**src/rtl/bus_read_serializer_pkg.sv**
```systemverilog
// rtl/bus_read_serializer_pkg.sv - shared state encoding and parameter limits for the read serializer
package bus_read_serializer_pkg;

   typedef enum logic [2:0] {
      ST_IDLE,
      ST_PREAMBLE,
      ST_SYNC,
      ST_DATA,
      ST_DONE
   } state_t;

   localparam int WORD_BITS          = 16;
   localparam int BIT_CLOCKS_MIN     = 8;
   localparam int BIT_CLOCKS_MAX     = 255;
   localparam int PREAMBLE_BITS_MIN  = 1;
   localparam int PREAMBLE_BITS_MAX  = 255;
   localparam int WORDS_PER_SEC_MIN  = 1;
   localparam int WORDS_PER_SEC_MAX  = 1023;

   function automatic bit params_legal(input int bit_clocks, input int pulse_clocks,
                                       input int preamble_bits, input int words);
      return (bit_clocks >= BIT_CLOCKS_MIN) && (bit_clocks <= BIT_CLOCKS_MAX) &&
             (pulse_clocks >= 1) && (pulse_clocks < bit_clocks) &&
             (preamble_bits >= PREAMBLE_BITS_MIN) && (preamble_bits <= PREAMBLE_BITS_MAX) &&
             (words >= WORDS_PER_SEC_MIN) && (words <= WORDS_PER_SEC_MAX);
   endfunction

endpackage

```
**src/rtl/bus_read_serializer_bit_cell_timer.sv**
```systemverilog
// rtl/bus_read_serializer_bit_cell_timer.sv - bit-cell timer with end-of-cell strobe and registered clock pulse
module bus_read_serializer_bit_cell_timer #(
   parameter int BIT_CLOCKS   = 28,
   parameter int PULSE_CLOCKS = 4
) (
   input  logic clock,
   input  logic reset,
   input  logic restart,
   input  logic run,
   output logic cell_end,
   output logic cell_pulse
);

   logic [7:0] timer;
   logic [7:0] timer_next;

   assign cell_end = (timer == 8'(BIT_CLOCKS - 1));

   always_comb begin
      timer_next = cell_end ? 8'd0 : timer + 8'd1;
   end

   // restart opens a fresh cell immediately, so the pulse is already high in its first clock
   always_ff @(posedge clock) begin
      if (reset) begin
         timer      <= '0;
         cell_pulse <= 1'b0;
      end else if (restart) begin
         timer      <= '0;
         cell_pulse <= 1'b1;
      end else if (!run) begin
         timer      <= '0;
         cell_pulse <= 1'b0;
      end else begin
         timer      <= timer_next;
         cell_pulse <= (timer_next < 8'(PULSE_CLOCKS));
      end
   end

endmodule

```
**src/rtl/bus_read_serializer.sv**
```systemverilog
// rtl/bus_read_serializer.sv - fetches sector words from SDRAM and serializes them into a bit-cell read stream
module bus_read_serializer
   import bus_read_serializer_pkg::*;
#(
   parameter int BIT_CLOCKS       = 28,
   parameter int PULSE_CLOCKS     = 4,
   parameter int PREAMBLE_BITS    = 32,
   parameter int WORDS_PER_SECTOR = 321
) (
   input  logic        clock,
   input  logic        reset,
   input  logic        read_gate,
   input  logic        sector_start,
   input  logic [15:0] dram_readdata,
   input  logic        dram_readack,
   output logic        load_address_busread,
   output logic        dram_read_enbl_busread,
   output logic        read_clock_pulse,
   output logic        read_data_bit,
   output logic        sector_active,
   output logic        underrun_error,
   output logic [9:0]  words_sent
);

   localparam logic [7:0] PREAMBLE_LAST = 8'(PREAMBLE_BITS - 1);
   localparam logic [7:0] WORD_LAST     = 8'(WORD_BITS - 1);
   localparam logic [9:0] WORDS_TOTAL   = 10'(WORDS_PER_SECTOR);

   generate
      if (!params_legal(BIT_CLOCKS, PULSE_CLOCKS, PREAMBLE_BITS, WORDS_PER_SECTOR)) begin : g_bad_params
         $error("bus_read_serializer: parameter out of range");
      end
   endgenerate

   state_t      state, state_next;
   logic [7:0]  cell_count, cell_count_next;
   logic [15:0] shift_reg, shift_next;
   logic [15:0] buf_data, buf_data_next;
   logic        buf_valid, buf_valid_next;
   logic        req_pending, req_pending_next;
   logic [9:0]  fetch_count, fetch_count_next;
   logic [9:0]  words_sent_next;
   logic        load_next, enbl_next, bit_next, active_next, underrun_next;
   logic        start_word, accept, running, cell_end;

   assign accept  = sector_start && read_gate;
   assign running = (state_next == ST_PREAMBLE) || (state_next == ST_SYNC) || (state_next == ST_DATA);

   bus_read_serializer_bit_cell_timer #(
      .BIT_CLOCKS   (BIT_CLOCKS),
      .PULSE_CLOCKS (PULSE_CLOCKS)
   ) u_timer (
      .clock      (clock),
      .reset      (reset),
      .restart    (accept),
      .run        (running),
      .cell_end   (cell_end),
      .cell_pulse (read_clock_pulse)
   );

   always_comb begin
      state_next       = state;
      cell_count_next  = cell_count;
      shift_next       = shift_reg;
      buf_data_next    = buf_data;
      buf_valid_next   = buf_valid;
      req_pending_next = req_pending;
      fetch_count_next = fetch_count;
      words_sent_next  = words_sent;
      load_next        = 1'b0;
      enbl_next        = 1'b0;
      bit_next         = read_data_bit;
      active_next      = sector_active;
      underrun_next    = underrun_error;
      start_word       = 1'b0;

      // a new accept also aborts whatever sector is in flight
      if (accept) begin
         state_next       = ST_PREAMBLE;
         cell_count_next  = '0;
         shift_next       = '0;
         buf_valid_next   = 1'b0;
         req_pending_next = 1'b1;
         fetch_count_next = 10'd1;
         words_sent_next  = '0;
         load_next        = 1'b1;
         bit_next         = 1'b0;
         active_next      = 1'b1;
         underrun_next    = 1'b0;
      end else if (state != ST_IDLE && !read_gate) begin
         state_next       = ST_IDLE;
         cell_count_next  = '0;
         shift_next       = '0;
         buf_valid_next   = 1'b0;
         req_pending_next = 1'b0;
         fetch_count_next = '0;
         words_sent_next  = '0;
         bit_next         = 1'b0;
         active_next      = 1'b0;
         underrun_next    = 1'b0;
      end else begin
         case (state)
            ST_PREAMBLE, ST_SYNC, ST_DATA: begin
               if (dram_readack && req_pending) begin
                  buf_data_next    = dram_readdata;
                  buf_valid_next   = 1'b1;
                  req_pending_next = 1'b0;
               end else if (!buf_valid && !req_pending && fetch_count != WORDS_TOTAL) begin
                  enbl_next        = 1'b1;
                  req_pending_next = 1'b1;
                  fetch_count_next = fetch_count + 10'd1;
               end

               if (cell_end) begin
                  if (state == ST_PREAMBLE) begin
                     if (cell_count == PREAMBLE_LAST) begin
                        state_next      = ST_SYNC;
                        cell_count_next = '0;
                        bit_next        = 1'b1;
                     end else begin
                        cell_count_next = cell_count + 8'd1;
                     end
                  end else if (state == ST_SYNC) begin
                     state_next = ST_DATA;
                     start_word = 1'b1;
                  end else if (cell_count == WORD_LAST) begin
                     words_sent_next = words_sent + 10'd1;
                     if (words_sent_next == WORDS_TOTAL) begin
                        state_next  = ST_DONE;
                        shift_next  = '0;
                        bit_next    = 1'b0;
                        active_next = 1'b0;
                     end else begin
                        start_word = 1'b1;
                     end
                  end else begin
                     cell_count_next = cell_count + 8'd1;
                     shift_next      = {shift_reg[14:0], 1'b0};
                     bit_next        = shift_reg[14];
                  end
               end

               // an empty buffer at a word start sends a zero word; the late ack fills the next slot
               if (start_word) begin
                  cell_count_next = '0;
                  if (buf_valid) begin
                     shift_next     = buf_data;
                     bit_next       = buf_data[15];
                     buf_valid_next = 1'b0;
                  end else begin
                     shift_next    = '0;
                     bit_next      = 1'b0;
                     underrun_next = 1'b1;
                  end
               end
            end
            ST_DONE: state_next = ST_IDLE;
            default: ;
         endcase
      end
   end

   always_ff @(posedge clock) begin
      if (reset) begin
         state                  <= ST_IDLE;
         cell_count             <= '0;
         shift_reg              <= '0;
         buf_data               <= '0;
         buf_valid              <= 1'b0;
         req_pending            <= 1'b0;
         fetch_count            <= '0;
         words_sent             <= '0;
         load_address_busread   <= 1'b0;
         dram_read_enbl_busread <= 1'b0;
         read_data_bit          <= 1'b0;
         sector_active          <= 1'b0;
         underrun_error         <= 1'b0;
      end else begin
         state                  <= state_next;
         cell_count             <= cell_count_next;
         shift_reg              <= shift_next;
         buf_data               <= buf_data_next;
         buf_valid              <= buf_valid_next;
         req_pending            <= req_pending_next;
         fetch_count            <= fetch_count_next;
         words_sent             <= words_sent_next;
         load_address_busread   <= load_next;
         dram_read_enbl_busread <= enbl_next;
         read_data_bit          <= bit_next;
         sector_active          <= active_next;
         underrun_error         <= underrun_next;
      end
   end

endmodule

```
**config.mk**
```make
export PLATFORM = sky130hd
export DESIGN_NAME = bus_read_serializer
export DESIGN_NICKNAME = d
export VERILOG_FILES = /design/src/rtl/bus_read_serializer_pkg.sv /design/src/rtl/bus_read_serializer_bit_cell_timer.sv /design/src/rtl/bus_read_serializer.sv
export SDC_FILE = /design/constraint.sdc
export NUM_CORES = 1
export LEC_CHECK = 0
export BUFFER_PORTS_ARGS = -buffer_cell sky130_fd_sc_hd__buf_4
export CAP_MARGIN = 10
export CORE_MARGIN = 2
export CORE_UTILIZATION = 43
export DETAILED_ROUTE_END_ITERATION = 12
export GPL_TIMING_DRIVEN = 0
export PLACE_DENSITY = 0.6
export SLEW_MARGIN = 20
export SYNTH_ARGS = -nofsm -noshare
export SYNTH_HDL_FRONTEND = slang
export SYNTH_SLANG_ARGS = --single-unit
```
**constraint.sdc**
```tcl
create_clock -name clock -period 3.3 [get_ports clock]
set_clock_uncertainty 0.15 [all_clocks]
set_input_delay 0.66 -clock clock [delete_from_list [all_inputs] [get_ports clock]]
set_output_delay 0.66 -clock clock [all_outputs]
set_load 0.02 [all_outputs]
```
# == After elaboration in Yosys (flattened, before gate mapping) ==
# Index checks and enable logic that the tools add are counted.
# word_totals
elab_cells,146
in_bits,21
out_inout_bits,16
reg_bits,78
# classes
n_reduce_logical,32
n_bitwise,8
order_cmp,1
addsub,4
mux,63
eq_ne,22
# op_table
operator,n
$mux W15,7
$mux W8,7
$mux W1,40
$mux W3,8
$add A10 B1 Y10 const B,2
$reduce_bool A3 Y1,6
$add A8 B1 Y8 const B,2
$eq A8 B5 Y1 const B,2
$reduce_and A5 Y1,3
$eq A3 B2 Y1 const B,4
$eq A10 B9 Y1 const B,1
$ne A10 B9 Y1 const B,1
$ne A3 B3 Y1 const B,3
$reduce_and A3 Y1,3
$reduce_or A3 Y1,3
$eq A8 B4 Y1 const B,1
$lt A8 B3 Y1 const B,1
$not A1 Y1,8
$reduce_and A4 Y1,2
$eq A3 B1 Y1 const B,2
$ne A3 B1 Y1 const B,2
$ne A3 B2 Y1 const B,2
$pmux W3 S2,1
$reduce_and A6 Y1,1
other kinds (10),18

# == Logic depth before layout (Yosys ltp) ==
# depth
ltp_word,15
ltp_mapped,9

# == Modules after synthesis ==
# A second synthesis with hierarchy kept.
# hier_totals
hier_cells,517
area_unflattened_um2,4120.2
# modules_own_cells
module,instances,area_each_um2,cells_each,seq_area_each_um2
bus_read_serializer,1,3684.8,468,1381.3
bus_read_serializer_bit_cell_timer,1,435.4,49,180.2

# == Worst setup path before layout ==
# No wires, ideal clock.
# synth_path
path_kind,register to register
start,reg words_sent[1]
end,reg cell_count[1]
synth_period_minus_slack_ns,2.702
n_path_buf,1
t_arrival_ns,2.482
path_stages_with_launch,8
slack_ns,0.598
cell_sequence,dfxtp_1 > ha_1 > a41oi_1 > or4b_4 > o2111a_1 > buf_6 > or4b_1 > a21oi_1
# synth_between
elab_chain_len,12
word_cells_on_any_way,15
cone_classes,add/sub: 1; eq/ne: 3; mux: 9; reduce/logical: 2
# synth_lines
element,line_no,source
from (decl),bus_read_serializer.sv:22,output logic [9:0] words_sent
from (signal assigned),bus_read_serializer.sv:186,words_sent <= words_sent_next;
$add A10 B1 Y10 (*),bus_read_serializer.sv:127,words_sent_next = words_sent + 10'd1;
$eq A10 B9 Y1 (*),bus_read_serializer.sv:128,if (words_sent_next == WORDS_TOTAL) begin
$mux W1 (*),bus_read_serializer.sv:128,
$mux W1 (*),bus_read_serializer.sv:126,end else if (cell_count == WORD_LAST) begin
$mux W1 (*),bus_read_serializer.sv:123,end else if (state == ST_SYNC) begin
$mux W1 (*),bus_read_serializer.sv:115,if (state == ST_PREAMBLE) begin
$mux W1 (*),bus_read_serializer.sv:114,if (cell_end) begin
$mux W1 (*),bus_read_serializer.sv:102,case (state)
$mux W1 (*),bus_read_serializer.sv:90,end else if (state != ST_IDLE && !read_gate) begin
$mux W1 (*),bus_read_serializer.sv:78,if (accept) begin
$ne A3 B2 Y1 (no line) / $reduce_bool A2 Y1 (equally long branches),--,
$reduce_and A4 Y1 (no line),--,
to (signal assigned),bus_read_serializer.sv:180,cell_count <= cell_count_next;
to (decl),bus_read_serializer.sv:36,"logic [7:0] cell_count, cell_count_next;"
# Mark *: on every way between the ends. The rest lies on a longest branch, timed or not. The select of a mux whose other input is x is not followed.
# A chain may end at the register's enable or synchronous reset.

# == Worst setup path in the final report ==
# layout_path
start,reg words_sent[1]
end,reg shift_reg[1]
# layout_between
elab_chain_len,12
word_cells_on_any_way,16
cone_classes,add/sub: 1; eq/ne: 4; mux: 9; reduce/logical: 2
# layout_lines
element,line_no,source
$add A10 B1 Y10 (*),bus_read_serializer.sv:127,
$eq A10 B9 Y1 (*),bus_read_serializer.sv:128,
$mux W1,bus_read_serializer.sv:128,
$mux W1,bus_read_serializer.sv:126,
$mux W1,bus_read_serializer.sv:123,
$mux W1,bus_read_serializer.sv:115,
$mux W1,bus_read_serializer.sv:114,
$mux W1,bus_read_serializer.sv:102,
$mux W1,bus_read_serializer.sv:90,
$mux W1,bus_read_serializer.sv:78,
"$ne A3 B1 Y1 (no line), or another cell as far along",--,
$reduce_and A5 Y1 (no line),--,
to (signal assigned),bus_read_serializer.sv:181,shift_reg <= shift_next;
to (decl),bus_read_serializer.sv:37,"logic [15:0] shift_reg, shift_next;"
# Marked as above.

==> flow_summary.ini <==
[outcome]
outcome = completed

[critical_path]
worst-path-max-fanout = 10
crit_type = register to register
startpoint_type = register
r2r_slack_ns = 0.37
arrival_ns = 3.08
worstPathRequired_ns = 3.45
endpoint_kind = register

[yosys]
ys_ff_latch = 78
yosysSeqAreaShare_pct = 40.2
netlist_area_mm2 = 0.00389
synth_nets = 495
ys_types = 59
syn_area_per_cell_um2 = 8.30
synthArstFlopShare_pct = 0
synth_ff_type = dfxtp_1
synth_edf_count = 0
yosysWarnings = 0
netlist_instances = 468

[clock_network]
hold_buffers = 0
cts_setup_buffers = 0
cts_root_buf = clkbuf_8
cts_tree = yes
cts_max_path_buffers = 2
clk_pin_slew_ns = 0.09
clock_sinks = 78
clk_latency_ns = 0.36
cts_max_level = 3
cts_resized = 0
cts_buffers = 9

[timing]
rsz0062_at_grt = false
slew_violations = 0
worst_pin_slew_ns = 0.845
hold_slack_ns = 0.324
tns_ns = 0
finalSetupViolations = 0
max_freq_mhz = 341
relSlewSlack_pct = 43.2
min_period_over_period_pct = 88.9
hold_viol = 0
period_minus_slack_ns = 2.93

[power_and_ir_drop]
p_per_area_mw_per_mm2 = 424
clkPwrFrac_pct = 45.5
power_w = 0.00192
internal_power_w = 0.00149
power_switching_share_pct = 22.4
irDropWorstVdd_mv = 0.255
p_comb_share_pct = 4.9
seqPwrFrac_pct = 49.6
power.leakage_nw = 1.56
p_sw_w = 0.000430

[finish]
layout_common_cells = 78 x dfxtp_1, 52 x nor2_1, 52 x a21oi_1, 35 x buf_4, 31 x nand2_1
fin_area_mm2 = 0.00454
layout-area-overhead-vs-synth_pct = 16.7
fin_util_pct = 51.8
nNetsFinal = 541
final_layout_size_suffix_gt1_share_pct = 13.1
diodes = 0
largest_reg_flops = 16
mostFrequentLayoutCell = dfxtp_1

[route]
dr.pass1.iters = 4
drt_wl_total_mm = 9.55
ant_nets = 0
viasPerCell = 5.66
post-route-drc-count = 0
drtIter0Drc = 162
wl_per_cell_um = 15.2
vias = 3548

[floorplan]
ios = 37
placementRows = 34
chipHeight_um = 99.1
core_area_mm2 = 0.00876
fp.dieW_um = 99.1
dieArea_mm2 = 0.00981
floorplan.initialDensity_pct = 44.3

[grt]
grt_pass1_vias = 3382
grt_pass1_wl_mm = 16.2
antenna_found_initial = 0
grt_overflow = 0
grtUsageTotal_pct = 20.3
grt_max_degree = 15

[place]
portBuffers = 35
hpwl_mm = 6.79
placed_area_mm2 = 0.00428
gp_congestion = 0.867

[flow_run]
max_cap_violations = 0

[min_path]
hp-class = register to register
==> cell type report <==
| type | instances | area (um2) |
|---|---|---|
| fill | 864 | 4230 |
| multi-input combinational | 351 | 2170 |
| sequential | 78 | 1560 |
| timing repair buffer | 35 | 263 |
| tap | 108 | 135 |
| clock buffer | 9 | 124 |
| buffer | 29 | 123 |
| clock inverter | 7 | 121 |
| inverter | 10 | 37.5 |
==> power by group through the flow <==
stage	Sequential, W	Combinational, W	Clock, W
after floorplan	0.000978	0.0000488	0
final	0.000954	0.0000940	0.000874
after detailed placement	0.000976	0.0000942	0
after global placement	0.000976	0.0000929	0
after CTS	0.000954	0.0000948	0.000902
after global routing	0.000955	0.000104	0.000940
==> synth_stat cells, types with 3 or more instances <==
master | n | share of area, %
dfxtp_1 | 78 | 40
nor2_1 | 53 | 5.1
a21oi_1 | 52 | 6.7
nand2_1 | 31 | 3.0
o21ai_0 | 27 | 3.5
clkbuf_1 | 23 | 2.2
mux2i_1 | 19 | 4.9
nor3_1 | 18 | 2.3
o211ai_1 | 15 | 2.9
xnor2_1 | 15 | 3.4
nand3_1 | 14 | 1.8
inv_1 | 10 | 0.97
nand4_1 | 8 | 1.3
nor4_1 | 7 | 1.1
or3_1 | 7 | 1.1
xor2_1 | 7 | 1.6
a211oi_1 | 6 | 1.2
and2_1 | 6 | 0.97
ha_1 | 6 | 1.9
and3_1 | 5 | 0.80
buf_2 | 5 | 0.64
nor2b_1 | 4 | 0.64
nand4b_1 | 3 | 0.68
nor3b_1 | 3 | 0.58
o21bai_1 | 3 | 0.58
o22ai_1 | 3 | 0.48
==> stage by stage <==
step	std cells	setup WS (ns)
floorplan	468	0.598
global placement	611	0.157
detailed placement	611	0.207
CTS	627	0.156
global route	627	0.140
finish	627	0.365
==> per-layer routing <==
| layer | GRT usage (%) | vias up | routed length, um |
|---|---|---|---|
| li1 | - | 1801 | - |
| met1 | 27.7 | 1643 | 4530 |
| met2 | 31.2 | 83 | 4240 |
| met3 | 3.97 | 21 | 531 |
| met4 | 8.64 | 0 | 246 |
| met5 | 0 | - | 0 |
==> final timing paths <==
check / from / end / depth (start not counted)
max: words_sent[1] / shift_reg[1] / 9
min: shift_reg[0] / shift_reg[0] / 2
max reg2reg: words_sent[1] / shift_reg[1] / 9
min reg2reg: shift_reg[0] / shift_reg[0] / 2
==> critical path, stage by stage (launching register included) <==
cell and delay [ns]:
dfxtp_1 0.47, ha_1 0.33, nand3_1 0.14, and3b_1 0.21
o32ai_2 0.41, o2111a_1 0.31, buf_6 0.16, clkbuf_1 0.38
o211ai_1 0.14, a21oi_1 0.17
==> cell families (layout without fill, tap and decap cells) <==
logic type | Yosys count | after routing | share of synthesized area (%)
xor+xnor | 22 | 22 | 4.96
fa+ha+maj | 6 | 6 | 1.93
mux | 19 | 19 | 4.89
flops | 78 | 78 | 40.2
buf+inv | 39 | 90 | 4.12
compound gates | 125 | 125 | 19.8
simple gates | 179 | 179 | 24.1
(Power assumes the default switching activity.)
